`src/rtl/serial_adder16.sv`:
```
// Bit-serial add/subtract: one full_adder cell is fed one bit slice per clock,
// LSB first, and the result is reassembled into a WIDTH-bit sum with flags.

module full_adder (
  input  logic a,
  input  logic b,
  input  logic cin,
  output logic sum,
  output logic carry
);
  assign sum   = a ^ b ^ cin;
  assign carry = (a & b) | (cin & (a ^ b));
endmodule

module serial_adder16 #(
  parameter int WIDTH = 16
) (
  input  logic             clk,
  input  logic             rst_n,
  input  logic             start,
  input  logic             sub,
  input  logic [WIDTH-1:0] A,
  input  logic [WIDTH-1:0] B,
  output logic             busy,
  output logic             done,
  output logic [WIDTH-1:0] sum,
  output logic             carry,
  output logic             overflow
);
  localparam int CNT_W = $clog2(WIDTH);
  localparam logic [CNT_W-1:0] LAST = CNT_W'(WIDTH - 1);

  typedef enum logic [1:0] {IDLE, RUN, DONE} state_e;

  state_e           state_q, state_d;
  logic [CNT_W-1:0] cnt_q, cnt_d;
  logic [WIDTH-1:0] a_sh_q, a_sh_d;
  logic [WIDTH-1:0] b_sh_q, b_sh_d;
  logic [WIDTH-1:0] res_sh_q, res_sh_d;
  logic             cin_q, cin_d;
  logic [WIDTH-1:0] sum_q, sum_d;
  logic             carry_q, carry_d;
  logic             ovf_q, ovf_d;

  logic fa_sum, fa_carry;

  full_adder u_fa (
    .a    (a_sh_q[0]),
    .b    (b_sh_q[0]),
    .cin  (cin_q),
    .sum  (fa_sum),
    .carry(fa_carry)
  );

  always_comb begin
    state_d  = state_q;
    cnt_d    = cnt_q;
    a_sh_d   = a_sh_q;
    b_sh_d   = b_sh_q;
    res_sh_d = res_sh_q;
    cin_d    = cin_q;
    sum_d    = sum_q;
    carry_d  = carry_q;
    ovf_d    = ovf_q;
    case (state_q)
      IDLE, DONE: begin
        if (start) begin
          // Subtract is A + ~B + 1: invert B here and seed the carry with 1.
          a_sh_d  = A;
          b_sh_d  = sub ? ~B : B;
          cin_d   = sub;
          cnt_d   = '0;
          state_d = RUN;
        end else begin
          state_d = IDLE;
        end
      end
      RUN: begin
        a_sh_d   = {1'b0, a_sh_q[WIDTH-1:1]};
        b_sh_d   = {1'b0, b_sh_q[WIDTH-1:1]};
        res_sh_d = {fa_sum, res_sh_q[WIDTH-1:1]};
        cin_d    = fa_carry;
        cnt_d    = cnt_q + CNT_W'(1);
        if (cnt_q == LAST) begin
          // cin_q here is the carry into the MSB slice.
          sum_d   = {fa_sum, res_sh_q[WIDTH-1:1]};
          carry_d = fa_carry;
          ovf_d   = cin_q ^ fa_carry;
          state_d = DONE;
        end
      end
      default: state_d = IDLE;
    endcase
  end

  always_ff @(posedge clk or negedge rst_n) begin
    if (!rst_n) begin
      state_q  <= IDLE;
      cnt_q    <= '0;
      a_sh_q   <= '0;
      b_sh_q   <= '0;
      res_sh_q <= '0;
      cin_q    <= 1'b0;
      sum_q    <= '0;
      carry_q  <= 1'b0;
      ovf_q    <= 1'b0;
    end else begin
      state_q  <= state_d;
      cnt_q    <= cnt_d;
      a_sh_q   <= a_sh_d;
      b_sh_q   <= b_sh_d;
      res_sh_q <= res_sh_d;
      cin_q    <= cin_d;
      sum_q    <= sum_d;
      carry_q  <= carry_d;
      ovf_q    <= ovf_d;
    end
  end

  assign busy     = (state_q == RUN);
  assign done     = (state_q == DONE);
  assign sum      = sum_q;
  assign carry    = carry_q;
  assign overflow = ovf_q;
endmodule

```
`config.mk`:
```
export PLATFORM = sky130hd
export DESIGN_NAME = serial_adder16
export DESIGN_NICKNAME = d
export VERILOG_FILES = /design/src/rtl/serial_adder16.sv
export SDC_FILE = /design/constraint.sdc
export NUM_CORES = 1
export LEC_CHECK = 0
export CAP_MARGIN = 20
export CORE_MARGIN = 1.5
export CORE_UTILIZATION = 40
export CTS_CLUSTER_SIZE = 16
export DETAILED_ROUTE_END_ITERATION = 12
export PLACE_DENSITY = 0.68
export SYNTH_ARGS = -nofsm -noshare
export SYNTH_HDL_FRONTEND = slang
export SYNTH_SLANG_ARGS = --single-unit
export TNS_END_PERCENT = 1
```
`constraint.sdc`:
```
create_clock -name clk -period 4.65 [get_ports clk]
set_input_delay 0.93 -clock clk [delete_from_list [all_inputs] [get_ports clk]]
set_output_delay 0.93 -clock clk [all_outputs]
set_load 0.02 [all_outputs]
```
==> metrics.md, run 1 <==
| Metric | Value |
|---|---|
| Max Clock Skew | `2.330 ps` |
| TritonCTS clock tree | `yes` |
| Pin slew with the least headroom to its limit | `885.8 ps` |
| Switching pwr | `903.3 uW` |
| TritonCTS buffer count | `9` |
| Max FO, Critical Path | `53` |
| Synth Flop Type | `dfrtp_1` |
| Syn avg cell area | `11.33 um2` |
| Sink Count | `72` |
| Max IR drop VDD | `0.2357 mV` |
| Post-route ant nets | `0` |
| CP Capture Type | `primary output` |
| Worst setup margin | `1705 ps` |
| Remaining DRCs | `0` |
| Setup violators final | `0` |
| Kind of critical path | `flop to primary output` |
| Fin. max-slew vios | `0` |
| GP Congestion | `0.6945` |
| Cell Area, Placed | `0.003704 mm2` |
| Placed insts | `410` |
| Top-area cell type share of the netlist area | `58.23%` |
| Arrival time at the worst endpoint | `2020 ps` |
| PwrDens | `650.7 mW/mm2` |
| Delay of the slowest critical-path stage | `710 ps` |
| Clk_lat worst skew | `330 ps` |
| Final Hold Viols | `0` |
| Gate power share | `39.9%` |
| EDFF count, synth | `0` |
| Worst Hold Class | `flop to flop` |
| Worst Hold Depth | `2` |
| Die Height | `90.95 um` |
| Startpoint Class | `flop` |
| Hold_buf cts | `0` |
| Number of diodes | `0` |
| Cell area after layout | `0.003864 mm2` |
| Die area | `0.008272 mm2` |
| GRT Residual Overflow | `0` |
| Synth top area cells | `dfrtp_1 58%, nand2_1 7.5%, a221o_1 4.9%` |
| First-pass GRT wire length | `10050 um` |
| Post CTS Setup Buffer Count | `0` |
| Number of max-cap violations | `0` |
| Largest net degree at the start of global routing | `73` |
| Nets | `360` |
| Worst relative slew slack | `40.95%` |
| P_leak | `1.766 nW` |
| Final period util | `63.34%` |
| Area delta synth->final | `24.87%` |
| Share of layout cells above drive strength 1 | `10.40%` |
| Most frequent cells in the layout | `72 x dfrtp_1, 62 x nand2_1, 54 x clkdlybuf4s50_1` |
| Post-Layout Cell Count | `426` |
| Clock share of power | `16.7%` |
| Area leader, netlist | `dfrtp_1` |
| Via count | `2124` |
| Routed len/inst | `13.67 um` |
| GR Util All Layers | `15.11%` |
| Final wirelength | `5822 um` |
| Clk root buf | `clkbuf_8` |
| Seq cells post-synth | `72` |
| Status | `completed` |
| Cell Chain, Critical Path | `nand2b_1 -> inv_4 -> clkdlybuf4s50_1` |
| Sequential cell area | `0.001802 mm2` |
| Starting density of the core | `41.99%` |
| DPL Wire Length | `3723 um` |
| Core Footprint | `0.007370 mm2` |
| Crit-path slowest cell | `clkdlybuf4s50_1` |
| Post-synth cell types | `27` |
| Initial antenna violation count | `0` |
| Pre-CTS WS | `1930 ps` |
| Util after Layout | `52.43%` |
| Sequential power share | `43.4%` |
| DRT iter0 DRCs | `151` |
| Pint | `1.611 mW` |
| Sequential area share after synthesis | `58.23%` |
| Mapped Nets | `311` |
| Mapped cell area | `0.003094 mm2` |
| RSZ-0062 raised after global routing | `false` |
| CTS H-Tree Depth | `3` |
| Die width | `90.95 um` |
| Syn Inst Count | `273` |
| Multi-input logic area | `0.001181 mm2` |
| IO Pins | `56` |
| Post-Route Setup TNS | `0 ps` |
| Peak Freq | `0.3395 GHz` |
| Commonest non-fill, non-tap cell in the layout | `dfrtp_1` |
| Sw Ratio | `35.93%` |
| Ys Warns | `0` |
| DR vias/cell | `4.986` |
| Vias in the first global route | `2117` |
| Row count | `31` |
| CTS clock-pin slew for the worst setup and hold paths | `70 ps` |
| FF-to-FF path depth | `4` |
| Fill cell count | `688` |
| Worst path required time | `3720 ps` |
| Resized cells post-CTS | `0` |
| Port Buffers | `55` |
| Min Tclk post-route | `2945 ps` |
| Longest Clk Path Bufs | `2` |
| Iteration count of the initial detailed-routing pass | `4` |
| Async set or reset register ratio after synthesis | `100.0%` |
## registers in the layout, indices dropped and copies added (netlist names)
signal and flops:
a_sh_q 16, b_sh_q 16, carry 1, cin_q 1, cnt_q 4, overflow 1, res_sh_q 15, state_q 2
sum 16
## metal layers
metal,share of wire [%],GRT usage [%]
met2,47,22.45
met5,0,0
met3,4.0,3.853
met4,0.82,5.078
met1,48,21.45
## worst max-delay path: cells and delay by family (launching register included)
kind	cells	cell delay, ps
simple gates	1	190
buf+inv	2	1120
flops	1	370
## synth_stat cells, types with 3 or more instances
| library cell | number |
|---|---|
| dfrtp_1 | 72 |
| nand2_1 | 62 |
| nand3_1 | 17 |
| a22oi_1 | 16 |
| xnor2_1 | 16 |
| a221o_1 | 15 |
| nor2_1 | 15 |
| clkbuf_1 | 10 |
| mux2_2 | 9 |
| mux2_4 | 8 |
| buf_2 | 6 |
| a22o_1 | 4 |
| buf_6 | 3 |
| nor2b_1 | 3 |
## power by group through the flow
| stage | logic (mW) | clock network [mW] | registers [mW] |
|---|---|---|---|
| 6_report | 1.00 | 0.419 | 1.09 |
| 3_5_place_dp | 1.02 | 0 | 1.10 |
| 4_1_cts | 1.02 | 0.432 | 1.09 |
| 2_1_floorplan | 0.641 | 0 | 1.14 |
| 5_1_grt | 1.12 | 0.464 | 1.13 |
| 3_3_place_gp | 0.972 | 0 | 1.09 |
## logic make-up (layout without fill, tap and decap cells)
family / count (synthesis) / count (layout) / share of synthesized area [%]
compound gates: 39 / 39 / 10.51
xor+xnor: 17 / 17 / 4.812
fa+ha+maj: 2 / 2 / 1.051
buf+inv: 21 / 75 / 3.599
flops: 72 / 72 / 58.23
mux: 19 / 19 / 7.805
simple gates: 103 / 103 / 13.99
## stage by stage
stage          hold slack (ps)  total power, mW
6_report                 479.2            2.514
3_5_place_dp             466.7            2.120
3_3_place_gp             455.1            2.063
5_1_grt                  504.6            2.717
4_1_cts                  486.5            2.545
2_1_floorplan            437.9            1.778
## path summary, 6_finish.rpt
check | start | to | slack [ps]
worst max-delay path | state_q[1] | busy | 1700
worst min-delay path | res_sh_q[1] | res_sh_q[1] | 480
worst max register to register | state_q[1] | sum[3] | 2750
worst min register to register | res_sh_q[1] | res_sh_q[1] | 480
max in group asynchronous | rst_n | a_sh_q[2] | 3360
min in group asynchronous | rst_n | res_sh_q[9] | 710
## final cells by class
class                      instances  share of cell area [%]
sequential                        72                   46.63
multi-input combinational        180                   30.57
inverter                           1                  0.1619
timing repair buffer              58                   15.28
clock buffer                      16                   4.145
tap                               99                   3.206
(Power assumes the default switching activity.)
==> run 2, diff against run 1 <==
Settings changed: PLACE_DENSITY 0.68 to 0.7.
Clock period 4.65 ns to 2.4 ns, I/O delays scaled along.
==> run 2 against run 1 <==
Effect of this change:
- first-iteration DRC count decreased by 16%
- core utilization increased by 0.34 points
- clock power increased by 100%
- count of clock-buffer cells in the layout decreased by 4
- register-to-register slack got worse by 2000 ps
- sequential power increased by 94%
- power increased by 95%
- setup slack got worse by 1500 ps
- worst hold slack got worse by 330 ps
- clock skew increased by 5.1 ps
- die area unchanged
- sequential cell count unchanged
- critical endpoint unchanged
==> metrics.md, run 2 (synthesis results as in run 1) <==
| Metric | Value |
|---|---|
| Largest net degree at the start of global routing | `47` |
| Pin slew with the least headroom to its limit | `729.7 ps` |
| Hold_buf cts | `0` |
| Peak Freq | `0.4470 GHz` |
| Post-Route Setup TNS | `0 ps` |
| PwrDens | `1263 mW/mm2` |
| Worst path required time | `1920 ps` |
| Setup violators final | `0` |
| Util after Layout | `52.77%` |
| FF-to-FF path depth | `4` |
| DPL Wire Length | `4004 um` |
| Most frequent cells in the layout | `72 x dfrtp_1, 62 x nand2_1, 54 x clkdlybuf4s50_1` |
| TritonCTS buffer count | `9` |
| Area delta synth->final | `25.68%` |
| Clock share of power | `17.1%` |
| Fin. max-slew vios | `0` |
| Cell Chain, Critical Path | `nand2b_1 -> inv_4 -> clkdlybuf4s50_1` |
| Commonest non-fill, non-tap cell in the layout | `dfrtp_1` |
| Gate power share | `39.6%` |
| Clk_lat worst skew | `340 ps` |
| Max IR drop VDD | `0.4110 mV` |
| Port Buffers | `55` |
| FF-to-FF setup slack | `750 ps` |
| Vias in the first global route | `2088` |
| Post CTS Setup Buffer Count | `0` |
| Remaining DRCs | `0` |
| Switching pwr | `1.777 mW` |
| Levels on crit path | `3` |
| Launching point of the worst reg2reg path | `state_q[1]` |
| P_leak | `1.784 nW` |
| Routed len/inst | `14.01 um` |
| Longest Clk Path Bufs | `2` |
| GP Congestion | `0.7235` |
| Reg2reg end | `carry` |
| Sequential power share | `43.2%` |
| DR vias/cell | `5.040` |
| Core Footprint | `0.007370 mm2` |
| RSZ-0062 raised after global routing | `false` |
| Startpoint Class | `flop` |
| Max Clock Skew | `7.410 ps` |
| CTS H-Tree Depth | `3` |
| Worst Hold Class | `input port to async pin` |
| Worst relative slew slack | `51.30%` |
| Max FO, Critical Path | `22` |
| Via count | `2157` |
| Pint | `3.133 mW` |
| Sink Count | `72` |
| Final period util | `93.22%` |
| Iteration count of the initial detailed-routing pass | `4` |
| CP Capture Type | `primary output` |
| CTS clock-pin slew for the worst setup and hold paths | `70 ps` |
| Initial antenna violation count | `0` |
| Die Height | `90.95 um` |
| Arrival time at the worst endpoint | `1760 ps` |
| IO Pins | `56` |
| Starting density of the core | `41.99%` |
| Nets | `363` |
| DRT iter0 DRCs | `127` |
| Resized cells post-CTS | `0` |
| Post-route ant nets | `0` |
| CP bufs+invs | `2` |
| Crit-path slowest cell | `clkdlybuf4s50_1` |
| First-pass GRT wire length | `9811 um` |
| Kind of critical path | `flop to primary output` |
| Number of diodes | `0` |
| GR Util All Layers | `14.91%` |
| GRT Residual Overflow | `0` |
| Final Hold Viols | `0` |
| Share of layout cells above drive strength 1 | `12.46%` |
| CP top delay family | `buffers and inverters` |
| Die width | `90.95 um` |
| Sw Ratio | `36.19%` |
| Final wirelength | `5997 um` |
| Die area | `0.008272 mm2` |
| Delay of the slowest critical-path stage | `650 ps` |
| Row count | `31` |
| TritonCTS clock tree | `yes` |
| Status | `completed` |
| Number of max-cap violations | `0` |
| Min Tclk post-route | `2237 ps` |
| Clk root buf | `clkbuf_8` |
-- run 2: per-stage QoR --
step	cells	hold slack (ps)	worst slack [ps]	instance area, um2	total power, mW
5_1_grt	428	178.0	72.08	3889	5.266
3_5_place_dp	413	465.7	373.5	3716	4.112
4_1_cts	428	150.7	141.2	3889	4.957
6_report	428	145.7	162.8	3889	4.910
2_1_floorplan	273	184.4	817.7	3094	3.445
3_3_place_gp	413	455.5	422.2	3716	4.018
-- run 2: final cells by class --
cell class / instances / area (um2)
Clock inverter: 3 / 17.52
Clock buffer: 12 / 155.1
Fill cell: 682 / 3481
Multi-Input combinational cell: 180 / 1181
Inverter: 1 / 6.256
Tap cell: 99 / 123.9
Timing Repair Buffer: 61 / 603.1
Sequential cell: 72 / 1802
-- run 2: worst max-delay path by stage --
| stage | startpoint | to | slack [ps] |
|---|---|---|---|
| final | state_q[1] | busy | 160 |
| after global routing | state_q[1] | busy | 70 |
| after CTS | state_q[1] | busy | 140 |
| after detailed placement | start | b_sh_q[12] | 370 |
| after global placement | start | cnt_q[3] | 420 |
| after floorplan | cnt_q[0] | sum[10] | 820 |
-- run 2: power groups by stage --
stage | Clock (mW) | Sequential, mW | Combinational, mW
after floorplan | 0 | 2.20 | 1.24
after global placement | 0 | 2.12 | 1.90
after detailed placement | 0 | 2.13 | 1.98
after CTS | 0.862 | 2.12 | 1.97
after global routing | 0.921 | 2.19 | 2.15
final | 0.842 | 2.12 | 1.95
-- run 2: metal layers --
metal	share of wire [%]	vias to the layer above	GRT usage (%)
met4	2.1	0	7.813
met2	46	55	22.08
met5	0	-	0
met3	3.8	12	3.099
li1	-	1043	-
met1	48	1047	20.53
==> run 3, diff against run 2 <==
Settings changed: CAP_MARGIN 20 to 10, PLACE_DENSITY 0.7 to 0.68.
Clock period 2.4 ns to 2.5 ns, I/O delays scaled along.
==> run 3 against run 2 <==
Effect of this change:
- setup slack better by 73 ps
- worst hold slack gained 120 ps
- power is 2.9% higher
==> metrics.md, run 3 (synthesis results as in run 1) <==
| Metric | Value |
|---|---|
| Status | `completed` |
| Max IR drop VDD | `0.4242 mV` |
| Die area | `0.008272 mm2` |
| Longest Clk Path Bufs | `2` |
| Post-route ant nets | `0` |
| Routed len/inst | `13.60 um` |
| DR vias/cell | `5.058` |
| Area delta synth->final | `27.74%` |
| Arrival time at the worst endpoint | `1760 ps` |
| First-pass GRT wire length | `9646 um` |
| Startpoint Class | `flop` |
| Commonest non-fill, non-tap cell in the layout | `dfrtp_1` |
| Die Height | `90.95 um` |
| Worst relative slew slack | `41.79%` |
| IO Pins | `56` |
| Starting density of the core | `41.99%` |
| CTS clock-pin slew for the worst setup and hold paths | `80 ps` |
| RSZ-0062 raised after global routing | `false` |
| Min Tclk post-route | `2264 ps` |
| Core Footprint | `0.007370 mm2` |
| Post-Route Setup TNS | `0 ps` |
| GR Util All Layers | `14.67%` |
| Max Clock Skew | `6.521 ps` |
| Critical path capture point | `busy` |
| Placed insts | `412` |
| Row count | `31` |
| Most frequent cells in the layout | `72 x dfrtp_1, 62 x nand2_1, 54 x clkdlybuf4s50_1` |
| Final period util | `90.57%` |
| Hold_buf cts | `0` |
| Launching point of the worst reg2reg path | `state_q[1]` |
| Initial antenna violation count | `0` |
| Final wirelength | `5821 um` |
| Setup violators final | `0` |
| TritonCTS clock tree | `yes` |
| Nets | `362` |
| PwrDens | `1278 mW/mm2` |
| FF-to-FF path depth | `4` |
| Max FO, Critical Path | `22` |
| Crit path from | `state_q[1]` |
| Post-Layout Cell Count | `428` |
| Kind of critical path | `flop to primary output` |
| DPL Wire Length | `3717 um` |
| TritonCTS buffer count | `9` |
| Share of layout cells above drive strength 1 | `12.77%` |
| Number of max-cap violations | `0` |
| DRT iter0 DRCs | `121` |
| Resized cells post-CTS | `0` |
| GP Congestion | `0.7035` |
| Iteration count of the initial detailed-routing pass | `4` |
| Vias in the first global route | `2049` |
| Worst path required time | `2000 ps` |
| Clk_lat worst skew | `340 ps` |
| P_leak | `1.813 nW` |
| FF-to-FF setup slack | `830 ps` |
| GRT Residual Overflow | `0` |
| CP Capture Type | `primary output` |
| CTS H-Tree Depth | `3` |
| Final Hold Viols | `0` |
| Reg2reg end | `sum[15]` |
| Worst Hold Class | `input port to async pin` |
| Util after Layout | `53.63%` |
| Cell area after layout | `0.003953 mm2` |
| Port Buffers | `55` |
| Via count | `2165` |
| Fin. max-slew vios | `0` |
| Fill cell count | `665` |
| Clk root buf | `clkbuf_8` |
| Hold_ws | `268.0 ps` |
| Cell Area, Placed | `0.003699 mm2` |
| Sink Count | `72` |
| Peak Freq | `0.4417 GHz` |
| Post CTS Setup Buffer Count | `0` |
| Die width | `90.95 um` |
| Remaining DRCs | `0` |
| Number of diodes | `0` |
| Largest net degree at the start of global routing | `73` |
| Pin slew with the least headroom to its limit | `873.2 ps` |
==> run 3: cell count changes in the layout (fill, tap and decap cells not counted), sizes merged <==
cell / previous run / this run
buf: 7 / 6
clkbuf: 12 / 11
bufinv: 0 / 3
clkinv: 2 / 1
==> run 3: how the worst min path moves through the flow <==
stage	end	slack [ps]	cells past startpoint
after floorplan	a_sh_q[0]	200	0
after CTS	sum[7]	300	1
after detailed placement	res_sh_q[1]	470	2
final	sum[7]	270	1
after global placement	res_sh_q[1]	460	2
after global routing	sum[7]	340	1
==> run 3: metal layers <==
layer	wire length [um]	up-vias	track usage (%)
met2	2772	55	22.82
met3	231	9	3.266
met4	94	0	6.250
met1	2723	1058	19.71
met5	0	-	0
li1	-	1043	-
==> run 3: critical path: stages (launching register included) <==
cell,delay [ps]
dfrtp_1,370
nand2b_1,190
inv_4,220
clkdlybuf4s50_1,650
==> run 3: report_power, final <==
group	switching [mW]	internal, mW	leakage (nW)
Sequential	0.328	1.70	0.913
Combinational	0.967	0.906	0.774
Clock	0.437	0.716	0.126
==> run 3: final cells by class <==
type | instances | area (um2) | share of cell area (%)
clock buffers | 11 | 151.4 | 3.830
repair buffers | 60 | 585.6 | 14.81
flip-flops and latches | 72 | 1802 | 45.58
inverters | 1 | 6.256 | 0.1583
well taps | 99 | 123.9 | 3.134
clock inverters | 5 | 102.6 | 2.596
multi-input cells | 180 | 1181 | 29.88
==> run 3: per-stage QoR <==
stage | setup WS, ps | power, mW
5_1_grt | 146.9 | 5.368
6_report | 235.9 | 5.051
2_1_floorplan | 917.7 | 3.307
4_1_cts | 221.2 | 5.094
3_5_place_dp | 496.6 | 3.932
3_3_place_gp | 532.6 | 3.858
